$ cat src/rtl/multicycle_control_pkg.sv
// Shared types and constants for the multicycle MIPS control FSM:
// state encodings, opcode/funct fields, ALU codes and datapath select values.
package multicycle_pkg;

  typedef enum logic [3:0] {
    FETCH  = 4'd0,
    DECODE = 4'd1,
    MEMADR = 4'd2,
    MEMRD  = 4'd3,
    MEMWB  = 4'd4,
    MEMWR  = 4'd5,
    EXEC   = 4'd6,
    ALUWB  = 4'd7,
    BRANCH = 4'd8,
    JUMP   = 4'd9,
    ADDIEX = 4'd10,
    ADDIWB = 4'd11
  } state_t;

  localparam logic [5:0] OP_RTYPE = 6'b000000;
  localparam logic [5:0] OP_LW    = 6'b100011;
  localparam logic [5:0] OP_SW    = 6'b101011;
  localparam logic [5:0] OP_BEQ   = 6'b000100;
  localparam logic [5:0] OP_BNE   = 6'b000101;
  localparam logic [5:0] OP_J     = 6'b000010;
  localparam logic [5:0] OP_ADDI  = 6'b001000;

  localparam logic [5:0] FN_ADD = 6'b100000;
  localparam logic [5:0] FN_SUB = 6'b100010;
  localparam logic [5:0] FN_AND = 6'b100100;
  localparam logic [5:0] FN_OR  = 6'b100101;
  localparam logic [5:0] FN_SLT = 6'b101010;

  localparam logic [2:0] ALU_ADD = 3'b010;
  localparam logic [2:0] ALU_SUB = 3'b110;
  localparam logic [2:0] ALU_AND = 3'b000;
  localparam logic [2:0] ALU_OR  = 3'b001;
  localparam logic [2:0] ALU_SLT = 3'b111;

  localparam logic [1:0] SRCB_B      = 2'b00;
  localparam logic [1:0] SRCB_FOUR   = 2'b01;
  localparam logic [1:0] SRCB_IMM    = 2'b10;
  localparam logic [1:0] SRCB_IMM_SH = 2'b11;

  localparam logic [1:0] PCSRC_ALU    = 2'b00;
  localparam logic [1:0] PCSRC_ALUOUT = 2'b01;
  localparam logic [1:0] PCSRC_JUMP   = 2'b10;

endpackage

$ cat src/rtl/multicycle_control_if.sv
// Control bundle between the instruction register / memory handshake and the
// multicycle datapath. master = control FSM, slave = datapath side.
interface multicycle_control_if #(
  parameter int ALUCTRL_W = 3
);
  logic [5:0]           opcode;
  logic [5:0]           funct;
  logic                 mem_ready;
  logic                 iord;
  logic                 mem_read;
  logic                 mem_write;
  logic                 ir_write;
  logic                 reg_dst;
  logic                 mem_to_reg;
  logic                 reg_write;
  logic                 alu_src_a;
  logic [1:0]           alu_src_b;
  logic [ALUCTRL_W-1:0] alu_control;
  logic [1:0]           pc_src;
  logic                 pc_write;
  logic                 beq;
  logic                 bne;
  logic                 illegal_op;
  logic                 mem_timeout;
  logic [3:0]           state;

  modport master (
    input  opcode, funct, mem_ready,
    output iord, mem_read, mem_write, ir_write, reg_dst, mem_to_reg,
           reg_write, alu_src_a, alu_src_b, alu_control, pc_src,
           pc_write, beq, bne, illegal_op, mem_timeout, state
  );

  modport slave (
    output opcode, funct, mem_ready,
    input  iord, mem_read, mem_write, ir_write, reg_dst, mem_to_reg,
           reg_write, alu_src_a, alu_src_b, alu_control, pc_src,
           pc_write, beq, bne, illegal_op, mem_timeout, state
  );
endinterface

$ cat src/rtl/multicycle_control_alu_decoder.sv
// R-type funct field to ALU operation; funct_valid flags the supported subset.
module alu_decoder
  import multicycle_pkg::*;
(
  input  logic [5:0] funct,
  output logic [2:0] alu_control,
  output logic       funct_valid
);

  always_comb begin
    alu_control = ALU_ADD;
    funct_valid = 1'b1;
    case (funct)
      FN_ADD:  alu_control = ALU_ADD;
      FN_SUB:  alu_control = ALU_SUB;
      FN_AND:  alu_control = ALU_AND;
      FN_OR:   alu_control = ALU_OR;
      FN_SLT:  alu_control = ALU_SLT;
      default: funct_valid = 1'b0;
    endcase
  end

endmodule

$ cat src/rtl/multicycle_control.sv
// Moore control FSM for the multicycle MIPS datapath with mem_ready wait,
// wait-timeout watchdog and illegal-instruction flag. ADDI support is enabled
// by defining MULTICYCLE_CONTROL_ADDI_EN.
module multicycle_control
  import multicycle_pkg::*;
#(
  parameter int ALUCTRL_W     = 3,
  parameter bit MEM_HANDSHAKE = 1'b1,
  parameter int WAIT_TIMEOUT  = 16,
  parameter int WAIT_CNT_W    = (WAIT_TIMEOUT > 0) ? $clog2(WAIT_TIMEOUT + 1) : 1
) (
  input  logic                 clk,
  input  logic                 reset,
  multicycle_control_if.master bus
);

  localparam logic [WAIT_CNT_W-1:0] CNT_MAX = WAIT_CNT_W'(WAIT_TIMEOUT);
`ifdef MULTICYCLE_CONTROL_ADDI_EN
  localparam state_t LAST_STATE = ADDIWB;
`else
  localparam state_t LAST_STATE = JUMP;
`endif

  state_t                state_reg;
  state_t                state_next;
  logic [WAIT_CNT_W-1:0] wait_cnt_reg;
  logic                  ready;
  logic                  fetch_like;
  logic                  wait_state;
  logic                  timeout;
  logic [2:0]            dec_alu;
  logic                  dec_valid;

  alu_decoder u_alu_decoder (
    .funct       (bus.funct),
    .alu_control (dec_alu),
    .funct_valid (dec_valid)
  );

  // Encodings beyond the last implemented state behave exactly like FETCH.
  assign fetch_like = (state_reg == FETCH) || (state_reg > LAST_STATE);
  assign ready      = MEM_HANDSHAKE ? bus.mem_ready : 1'b1;
  assign wait_state = fetch_like || (state_reg == MEMRD) || (state_reg == MEMWR);
  assign timeout    = (WAIT_TIMEOUT > 0) && wait_state && !ready && (wait_cnt_reg == CNT_MAX);
  assign bus.state  = state_reg;

  always_ff @(posedge clk or posedge reset) begin
    if (reset) begin
      state_reg    <= FETCH;
      wait_cnt_reg <= '0;
    end else begin
      state_reg <= state_next;
      // A timeout re-enters FETCH without a state change, so clear explicitly.
      if ((state_next != state_reg) || timeout)
        wait_cnt_reg <= '0;
      else if (wait_state && !ready && (wait_cnt_reg != CNT_MAX))
        wait_cnt_reg <= wait_cnt_reg + WAIT_CNT_W'(1);
    end
  end

  always_comb begin
    state_next      = state_reg;
    bus.iord        = 1'b0;
    bus.mem_read    = 1'b0;
    bus.mem_write   = 1'b0;
    bus.ir_write    = 1'b0;
    bus.reg_dst     = 1'b0;
    bus.mem_to_reg  = 1'b0;
    bus.reg_write   = 1'b0;
    bus.alu_src_a   = 1'b0;
    bus.alu_src_b   = SRCB_B;
    bus.alu_control = ALUCTRL_W'(ALU_ADD);
    bus.pc_src      = PCSRC_ALU;
    bus.pc_write    = 1'b0;
    bus.beq         = 1'b0;
    bus.bne         = 1'b0;
    bus.illegal_op  = 1'b0;
    bus.mem_timeout = 1'b0;

    if (!reset) begin
      case (state_reg)
        DECODE: begin
          bus.alu_src_b = SRCB_IMM_SH;
          case (bus.opcode)
            OP_RTYPE:       state_next = EXEC;
            OP_LW, OP_SW:   state_next = MEMADR;
            OP_BEQ, OP_BNE: state_next = BRANCH;
            OP_J:           state_next = JUMP;
`ifdef MULTICYCLE_CONTROL_ADDI_EN
            OP_ADDI:        state_next = ADDIEX;
`endif
            default: begin
              bus.illegal_op = 1'b1;
              state_next     = FETCH;
            end
          endcase
        end
        MEMADR: begin
          bus.alu_src_a = 1'b1;
          bus.alu_src_b = SRCB_IMM;
          if (bus.opcode == OP_SW)
            state_next = MEMWR;
          else if (bus.opcode == OP_LW)
            state_next = MEMRD;
          else
            state_next = FETCH;
        end
        MEMRD: begin
          bus.iord     = 1'b1;
          bus.mem_read = 1'b1;
          if (ready) begin
            state_next = MEMWB;
          end else if (timeout) begin
            bus.mem_timeout = 1'b1;
            state_next      = FETCH;
          end
        end
        MEMWB: begin
          bus.reg_write  = 1'b1;
          bus.mem_to_reg = 1'b1;
          state_next     = FETCH;
        end
        MEMWR: begin
          bus.iord      = 1'b1;
          bus.mem_write = !timeout;
          if (ready) begin
            state_next = FETCH;
          end else if (timeout) begin
            bus.mem_timeout = 1'b1;
            state_next      = FETCH;
          end
        end
        EXEC: begin
          bus.alu_src_a = 1'b1;
          if (dec_valid) begin
            bus.alu_control = ALUCTRL_W'(dec_alu);
            state_next      = ALUWB;
          end else begin
            bus.illegal_op = 1'b1;
            state_next     = FETCH;
          end
        end
        ALUWB: begin
          bus.reg_write = 1'b1;
          bus.reg_dst   = 1'b1;
          state_next    = FETCH;
        end
        BRANCH: begin
          bus.alu_src_a   = 1'b1;
          bus.alu_control = ALUCTRL_W'(ALU_SUB);
          bus.pc_src      = PCSRC_ALUOUT;
          bus.beq         = (bus.opcode == OP_BEQ);
          bus.bne         = (bus.opcode == OP_BNE);
          state_next      = FETCH;
        end
        JUMP: begin
          bus.pc_src   = PCSRC_JUMP;
          bus.pc_write = 1'b1;
          state_next   = FETCH;
        end
`ifdef MULTICYCLE_CONTROL_ADDI_EN
        ADDIEX: begin
          bus.alu_src_a = 1'b1;
          bus.alu_src_b = SRCB_IMM;
          state_next    = ADDIWB;
        end
        ADDIWB: begin
          bus.reg_write = 1'b1;
          state_next    = FETCH;
        end
`endif
        default: begin
          // FETCH and any unimplemented encoding
          bus.mem_read  = 1'b1;
          bus.alu_src_b = SRCB_FOUR;
          if (ready) begin
            bus.ir_write = 1'b1;
            bus.pc_write = 1'b1;
            state_next   = DECODE;
          end else if (timeout) begin
            bus.mem_timeout = 1'b1;
            state_next      = FETCH;
          end else begin
            state_next = FETCH;
          end
        end
      endcase
    end
  end

endmodule

$ cat src/flat_wrapper.sv
// flat-port wrapper written by rule: the top's interface ports become plain ports
module multicycle_control_flat import multicycle_pkg::*;
#(
  parameter int ALUCTRL_W     = 3,
  parameter bit MEM_HANDSHAKE = 1'b1,
  parameter int WAIT_TIMEOUT  = 16,
  parameter int WAIT_CNT_W    = (WAIT_TIMEOUT > 0) ? $clog2(WAIT_TIMEOUT + 1) : 1
)
  (clk, reset, bus_opcode, bus_funct, bus_mem_ready, bus_iord, bus_mem_read, bus_mem_write, bus_ir_write, bus_reg_dst, bus_mem_to_reg, bus_reg_write, bus_alu_src_a, bus_alu_src_b, bus_alu_control, bus_pc_src, bus_pc_write, bus_beq, bus_bne, bus_illegal_op, bus_mem_timeout, bus_state);
  multicycle_control_if #(.ALUCTRL_W(ALUCTRL_W)) bus_i ();
  input  logic clk;
  input  logic reset;
  input wire logic [$bits(bus_i.opcode)-1:0] bus_opcode;
  input wire logic [$bits(bus_i.funct)-1:0] bus_funct;
  input wire logic [$bits(bus_i.mem_ready)-1:0] bus_mem_ready;
  output wire logic [$bits(bus_i.iord)-1:0] bus_iord;
  output wire logic [$bits(bus_i.mem_read)-1:0] bus_mem_read;
  output wire logic [$bits(bus_i.mem_write)-1:0] bus_mem_write;
  output wire logic [$bits(bus_i.ir_write)-1:0] bus_ir_write;
  output wire logic [$bits(bus_i.reg_dst)-1:0] bus_reg_dst;
  output wire logic [$bits(bus_i.mem_to_reg)-1:0] bus_mem_to_reg;
  output wire logic [$bits(bus_i.reg_write)-1:0] bus_reg_write;
  output wire logic [$bits(bus_i.alu_src_a)-1:0] bus_alu_src_a;
  output wire logic [$bits(bus_i.alu_src_b)-1:0] bus_alu_src_b;
  output wire logic [$bits(bus_i.alu_control)-1:0] bus_alu_control;
  output wire logic [$bits(bus_i.pc_src)-1:0] bus_pc_src;
  output wire logic [$bits(bus_i.pc_write)-1:0] bus_pc_write;
  output wire logic [$bits(bus_i.beq)-1:0] bus_beq;
  output wire logic [$bits(bus_i.bne)-1:0] bus_bne;
  output wire logic [$bits(bus_i.illegal_op)-1:0] bus_illegal_op;
  output wire logic [$bits(bus_i.mem_timeout)-1:0] bus_mem_timeout;
  output wire logic [$bits(bus_i.state)-1:0] bus_state;
  assign bus_i.opcode = bus_opcode;
  assign bus_i.funct = bus_funct;
  assign bus_i.mem_ready = bus_mem_ready;
  assign bus_iord = bus_i.iord;
  assign bus_mem_read = bus_i.mem_read;
  assign bus_mem_write = bus_i.mem_write;
  assign bus_ir_write = bus_i.ir_write;
  assign bus_reg_dst = bus_i.reg_dst;
  assign bus_mem_to_reg = bus_i.mem_to_reg;
  assign bus_reg_write = bus_i.reg_write;
  assign bus_alu_src_a = bus_i.alu_src_a;
  assign bus_alu_src_b = bus_i.alu_src_b;
  assign bus_alu_control = bus_i.alu_control;
  assign bus_pc_src = bus_i.pc_src;
  assign bus_pc_write = bus_i.pc_write;
  assign bus_beq = bus_i.beq;
  assign bus_bne = bus_i.bne;
  assign bus_illegal_op = bus_i.illegal_op;
  assign bus_mem_timeout = bus_i.mem_timeout;
  assign bus_state = bus_i.state;
  multicycle_control #(.ALUCTRL_W(ALUCTRL_W), .MEM_HANDSHAKE(MEM_HANDSHAKE), .WAIT_TIMEOUT(WAIT_TIMEOUT), .WAIT_CNT_W(WAIT_CNT_W)) u_core (.clk(clk), .reset(reset), .bus(bus_i));
endmodule
$ cat config.mk
export PLATFORM = sky130hd
export DESIGN_NAME = multicycle_control_flat
export DESIGN_NICKNAME = d
export VERILOG_FILES = /design/src/rtl/multicycle_control_pkg.sv /design/src/rtl/multicycle_control_if.sv /design/src/rtl/multicycle_control_alu_decoder.sv /design/src/rtl/multicycle_control.sv /design/src/flat_wrapper.sv
export SDC_FILE = /design/constraint.sdc
export NUM_CORES = 1
export LEC_CHECK = 0
export ABC_AREA = 1
export CAP_MARGIN = 25
export CORE_AREA = 4 4 53 55
export DETAILED_ROUTE_END_ITERATION = 7
export DIE_AREA = 0 0 57 59
export DONT_BUFFER_PORTS = 1
export GPL_TIMING_DRIVEN = 0
export PLACE_DENSITY_LB_ADDON = 0.12
export SLEW_MARGIN = 20
export SYNTH_ARGS = -nofsm -noshare
export SYNTH_HDL_FRONTEND = slang
export SYNTH_HIERARCHICAL = 1
export SYNTH_SLANG_ARGS = --single-unit
$ cat constraint.sdc
create_clock -name clk -period 4.3 [get_ports clk]
set_clock_uncertainty 0.2 [all_clocks]
set_input_delay 1.075 -clock clk [delete_from_list [all_inputs] [get_ports clk]]
set_output_delay 1.075 -clock clk [all_outputs]
set_load 0.01 [all_outputs]
==> results of run 1 <==
-- logic make-up (layout without fill, tap and decap cells) --
group / Yosys count / in the layout / share of synthesized area
AO/OA/AOI/OAI: 13 / 13 / 0.06263
XOR/XNOR: 3 / 3 / 0.02122
adder cells (fa/ha/maj): 2 / 2 / 0.02020
buffers and inverters: 41 / 45 / 0.1424
flip-flops: 9 / 9 / 0.1818
AND/OR/NAND/NOR: 149 / 149 / 0.5717
-- power groups by stage --
stage	combinational [mW]	clock [mW]	sequential [mW]
after CTS	0.0781	0.0688	0.0945
final	0.0785	0.0650	0.0948
after global routing	0.0895	0.0739	0.0954
after global placement	0.0755	0	0.0957
after floorplan	0.0640	0	0.0946
after detailed placement	0.0777	0	0.0961
-- metal layers --
layer  track usage  up-vias
met2        0.3491       46
met5             0        -
met3       0.06100        2
met4       0.04305        0
met1        0.2637      603
li1              -      698
-- worst max path at each step --
| stage | from | depth (start not counted) | end |
|---|---|---|---|
| 4_1_cts | u_core/bus.state[2] | 8 | bus_mem_write |
| 2_1_floorplan | bus_funct[0] | 9 | bus_alu_control[2] |
| 6_report | u_core/bus.state[2] | 8 | bus_mem_write |
| 3_5_place_dp | bus_funct[0] | 9 | bus_alu_control[2] |
| 3_3_place_gp | bus_funct[0] | 9 | bus_alu_control[2] |
| 5_1_grt | u_core/bus.state[2] | 8 | bus_mem_write |
-- cell type report --
type,count,area (um2),share of cell area
inverters,37,138.9,0.1066
multi-input cells,167,837.1,0.6427
clock buffers,4,26.28,0.02017
well taps,30,37.54,0.02882
plain buffers,4,37.54,0.02882
flip-flops and latches,9,225.2,0.1729
-- critical path, delay by kind of cell, from the launching register on --
family,cells,cell delay [ns]
and+or+nand+nor,5,0.75
AOI/OAI and AO/OA,1,0.43
DFF,1,0.42
buffers and inverters,2,0.25
-- synth_stat cells --
library cell / n / share of area
nand2_1: 44 / 0.13
nand4_1: 12 / 0.061
inv_2: 5 / 0.015
xor2_1: 3 / 0.021
clkinv_1: 1 / 0.0030
o21ai_1: 2 / 0.0081
dfrtp_1: 9 / 0.18
nor2_2: 5 / 0.025
nor3_1: 5 / 0.020
ha_1: 2 / 0.020
inv_1: 31 / 0.094
nand2_2: 6 / 0.030
o21a_1: 1 / 0.0061
o21ai_0: 6 / 0.024
nor2_1: 43 / 0.13
nor4_1: 2 / 0.010
nand3_2: 3 / 0.024
buf_6: 3 / 0.027
nor2_4: 2 / 0.018
a21oi_1: 1 / 0.0040
a211oi_1: 1 / 0.0061
a21oi_2: 1 / 0.0071
nand2_4: 2 / 0.018
clkbuf_1: 1 / 0.0030
nand3_1: 25 / 0.10
o21ai_2: 1 / 0.0071
==> results.yml, run 1 <==
status:
  status: "finished clean"
setup_path:
  worstReg2RegStart: "u_core/bus.state[3]"
  cp_slowest_stage_delay_ns: 0.43
  crit_path_frequent_cell: "nor2_1"
  crit_path_end_kind: "primary output"
  start_kind: "flip-flop"
  required_ns: 3.02
  cp_data_arrival_time_ns: 2.12
  rr_worst_depth: 14
  crit_slowest_cell: "o21ai_1"
  r2r_setup_slack_ns: 2.02
  cp_cell_sequence: "buf_6, inv_1, nor2_1, nand2_1, nand2_2, o21ai_1, nor2_1, nor3_1"
  cp_max_fo: 8
  reg2reg_to: "u_core/wait_cnt_reg[1]"
  crit_type: "reg2out"
floorplan:
  dieWidth_um: 57
  core-area_um2: 2387
  initial_core_util: 0.5189
  rows: 18
  ios: 39
  dieArea_um2: 3363
  die_y_um: 59
worst_hold_path:
  hp-start: "u_core/wait_cnt_reg[3]"
  worst_hold_path_type: "reg2reg"
  worstHoldPathCells: 2
  holdPathEnd: "u_core/wait_cnt_reg[3]"
sta:
  finalHoldViolCount: 0
  tightestPinTransition_ns: 0.5439
  slew_violations: 0
  fmax_mhz: 294.8
  setup_ws_ns: 0.9080
  finalCritPeriodShare: 0.7888
  relSlewSlack: 0.6340
  period_minus_slack_ns: 3.392
  hold_ws_ns: 0.3531
  rsz0062_at_grt: "false"
  tns_ns: 0
  finalSetupViolations: 0
layout:
  fin_nets: 239
  diodes: 0
  largest_reg_flops: 5
  layout.cells.non_filler: 251
  n_fill_cell: 275
  finalInstanceArea_um2: 1303
  utilization: 0.5456
  drive_above_1_share: 0.1403
  layout_common_cells: "nand2_1, nor2_1, inv_1, nand3_1, nand4_1"
  area_growth_pct: 5.152
  layout_commonest_cell: "nand2_1"
logic_synthesis:
  yosysSeqAreaShare: 0.1818
  synth_area_um2: 1239
  ys_warn_count: 6
  netlist_instances: 217
  syn-num-nets: 234
  synth_seq_cells: 9
  ys_types: 26
  syn_area_per_cell_um2: 5.708
routing:
  postRouteAntennaNets: 0
  dr_wl_met2_mm: 1.530
  drcViolationCount: 0
  drtIter0Drc: 54
  vias: 1349
  drt_wl_total_mm: 3.229
  firstDrtPassIters: 4
  vias_per_cell: 5.375
  wl_per_cell_um: 12.86
  top_layer_used: "met4"
  met1_length_mm: 1.367
  route.met3.wl_um: 310
power:
  seq_power_share: 0.398
  p_clk_frac: 0.273
  power.internal_uw: 147.7
  p_leak_nw: 0.7226
  vdd_ir_drop_max_uv: 277.3
  p_sw_uw: 90.60
  power_density_nw_per_um2: 183.0
  p_sw_frac: 0.3802
  finalPower_uw: 238.3
  combPwrFrac: 0.329
grt:
  grtUsageTotal: 0.2070
  antenna_found_initial: 0
  first_global_vias: 1285
  grt_start_max_net_pins: 17
  grt-ovfl-total: 0
  grt_pass1_wl_mm: 5.554
cts:
  clkLatencyLatePin_ns: 0.26
  clk_path_buf_depth: 2
  cts_inserted_buffers: 3
  cts_setup_buffers: 0
  cts_sinks: 9
  htreeDepth: 1
  ctsResizeCount: 0
  cts-root-buf: "clkbuf_4"
  hold_buffers: 0
  clk_pin_slew_ns: 0.06
  tritoncts: "done"
place:
  pre_cts_ws_ns: 0.9904
  placed_cell_area_um2: 1276
  numPlacedInstances: 247
  port_buffers: 0
  place.gp.congestion: 0.9631
  dpl.hpwl_mm: 2.640
job:
  max_cap_violations: 0
Power figures use the tool's default switching activity.
==> run 2, diff against run 1 <==
==> constraint.sdc (replaced) <==
create_clock -name clk -period 3.3 [get_ports clk]
set_clock_uncertainty 0.2 [all_clocks]
set_input_delay 0.825 -clock clk [delete_from_list [all_inputs] [get_ports clk]]
set_output_delay 0.825 -clock clk [all_outputs]
set_load 0.01 [all_outputs]
==> results of run 2 <==
The final DEF is identical to that of run 1. Status: finished clean.
Among the figures that moved: setup slack after placement 0.9904 ns -> 0.4446 ns; setup slack after layout 0.9080 ns -> 0.1580 ns; hold slack 0.3531 ns -> 0.2272 ns; register-to-register setup slack 2.02 ns -> 1.02 ns; total power 0.2383 mW -> 0.3105 mW; worst IR drop on VDD 277.3 uV -> 361.4 uV
==> patch, RTL diff (settings of run 2) <==
`MEM_HANDSHAKE` is set to 1'b1 in 2 places; all go to 1'b0.
--- a/src/rtl/multicycle_control.sv
+++ b/src/rtl/multicycle_control.sv
@@ -5,7 +5,7 @@
   import multicycle_pkg::*;
 #(
   parameter int ALUCTRL_W     = 3,
-  parameter bit MEM_HANDSHAKE = 1'b1,
+  parameter bit MEM_HANDSHAKE = 1'b0,
   parameter int WAIT_TIMEOUT  = 16,
   parameter int WAIT_CNT_W    = (WAIT_TIMEOUT > 0) ? $clog2(WAIT_TIMEOUT + 1) : 1
 ) (
--- a/src/flat_wrapper.sv
+++ b/src/flat_wrapper.sv
@@ -2,7 +2,7 @@
 module multicycle_control_flat import multicycle_pkg::*;
 #(
   parameter int ALUCTRL_W     = 3,
-  parameter bit MEM_HANDSHAKE = 1'b1,
+  parameter bit MEM_HANDSHAKE = 1'b0,
   parameter int WAIT_TIMEOUT  = 16,
   parameter int WAIT_CNT_W    = (WAIT_TIMEOUT > 0) ? $clog2(WAIT_TIMEOUT + 1) : 1
 )
Check against the original RTL: not equivalent (a bounded check fails within 4 cycles, from zero or initial values and one cycle with reset high).
==> patch against run 2 <==
Design area shrank 40%. Synthesized area shrank 42%. Sequential cell count shrank 5. Routed wire length shrank 41%. Register-to-register slack gained 0.72 ns. Maximum frequency grew 10%. Non-clock buffer count shrank 2. Worst setup slack gained 0.29 ns. Total power shrank 34%. Global-route usage shrank 9.2 points. Largest cell class unchanged.
==> patch: results (changes against run 2) <==
Placement
The global placement routability congestion is 0.761 (-21%). The area of placed instances was 758 sq um (-41%). The detailed placement HPWL is 1.65 mm (-38%).

Global routing
The pin count of the biggest net entering global routing is 14 (-3). The number of global-route vias before repair is 755 (-41%). The first-pass GRT wire length was 3.10 mm (-44%). The global-route usage over all layers is 11.5% (-9.2 points). The number of antenna violations at the first check in global routing is 0 (unchanged).

Setup path
STA classifies the critical path endpoint as an output pin. On the critical path the largest part of the delay comes from simple AND/OR/NAND/NOR gates. The startpoint identified for the worst register-to-register timing path is u_core/bus.state[1].

The biggest cell delay along the critical path is 0.36 ns (-0.07 ns). The endpoint identified for the worst register-to-register timing path is u_core/bus.state[0]. The internal reg-to-reg setup slack is 1.74 ns (+0.72 ns). Following the worst setup path forward leads to its endpoint at bus_alu_control[0]. In this run the worst setup path begins at bus_funct[0].

The critical path arrival came to 1.83 ns (-0.29 ns). The worst-path cell with the longest stage delay is sky130_fd_sc_hd__nor3b_1. The maximum fanout count along the critical path came to 5 (-3). The worst reg-to-reg path cell count was 8 (-6).

Drt
The starting DRC count in detailed routing is 7 (-87%). The post-detailed-route via-to-cell ratio is 4.57 (-15%). The final routed wire length divided by cell count came to 10.9 microns (-15%).

Yosys
The async set or reset register ratio after synthesis is 100% (unchanged). Sorting the synthesized cells by how often they occur yields 34 x sky130_fd_sc_hd__nand2_1, 33 x sky130_fd_sc_hd__nor2_1, 16 x sky130_fd_sc_hd__inv_1. By area the synthesized netlist is led by sky130_fd_sc_hd__nand2_1 18%, sky130_fd_sc_hd__nor2_1 17%, sky130_fd_sc_hd__dfrtp_1 14%, sky130_fd_sc_hd__nand3_1 9.0%, sky130_fd_sc_hd__inv_1 8.3%. The most used flip-flop cell after synthesis is sky130_fd_sc_hd__dfrtp_1. The number of nets produced by synthesis came to 156 (-33%).

The post-synthesis sequential area ratio is 13.9% (-4.3 points). The number of distinct library cells after synthesis is 23 (-12%).

Run status
The flow ran to the end, and the final reports show no timing, DRC or antenna violations.

CTS
The buffer type at the clock tree root is sky130_fd_sc_hd__clkbuf_4. The post-CTS clock slew at the launch and capture registers of the worst setup and hold paths is 0.04 ns (-0.02 ns). The number of buffers inserted by post-CTS setup repair was 0 (unchanged). The clock latency of the later-clocked register in the worst-skew pair is 0.23 ns (-0.03 ns). The number of levels in the clock H-tree is 1 (unchanged).

Layout
The antenna diode count was 0 (unchanged). The number of filler cells placed in the layout is 294 (+6.9%). The number of flip-flops in the largest register came to 4 (-1).

The share of post-route cells with drive strength above 1 is 19.4% (+5.4 points).

Power
The maximum vdd ir drop is 0.178 mV (-51%). The leakage power total is 0.458 nW (-37%).

Timing
The measured slew at the worst slew-check pin is 0.546 ns (+0.00185 ns).

Hold path
The tightest min-delay check is of the in2async type.
## patch: kinds of logic (layout without fill, tap and decap cells)
logic type      Yosys count  in the layout  share of synthesized area [%]
simple gates            100            100                           63.2
compound gates           11             11                           8.68
buf+inv                  25             28                           13.7
flops                     4              4                           13.9
other cells               1              1                          0.520
## patch: how the worst min path moves through the flow
stage	end	cells past startpoint
2_1_floorplan	u_core/bus.state[0]	2
3_3_place_gp	u_core/bus.state[0]	2
3_5_place_dp	u_core/bus.state[0]	2
4_1_cts	u_core/bus.state[3]	1
5_1_grt	u_core/bus.state[1]	1
6_report	u_core/bus.state[3]	1
## patch: area by class of cell
type | instances | area [sq um] | area share (%)
plain buffers | 2 | 12.5 | 1.60
well taps | 30 | 37.5 | 4.81
flip-flops and latches | 4 | 100 | 12.8
inverters | 23 | 86.3 | 11.1
multi-input cells | 112 | 522 | 66.8
clock buffers | 3 | 22.5 | 2.88
## patch: per-layer routing
layer / vias to the layer above / share of wire, % / wire (microns) / GRT usage (%)
met3: 4 / 6.8 / 128 / 3.49
li1: 440 / - / - / -
met2: 19 / 51 / 966 / 20.2
met5: - / 0 / 0 / 0
met1: 333 / 41 / 769 / 12.7
met4: 0 / 1.6 / 31 / 4.97
## patch: where the power goes
| group | internal, W | leakage, nW | switching (W) |
|---|---|---|---|
| clock network | 0.0000406 | 0.0138 | 0.0000194 |
| logic | 0.0000244 | 0.391 | 0.0000576 |
| registers | 0.0000532 | 0.0537 | 0.00000818 |
| total | 0.000118 | 0.458 | 0.0000852 |
## patch: stage by stage
step,cells,hold slack (ns),setup slack (ns)
floorplan,141,0.378,0.576
global placement,171,0.415,0.437
detailed placement,171,0.425,0.424
CTS,174,0.204,0.422
global route,174,0.220,0.329
finish,174,0.207,0.446
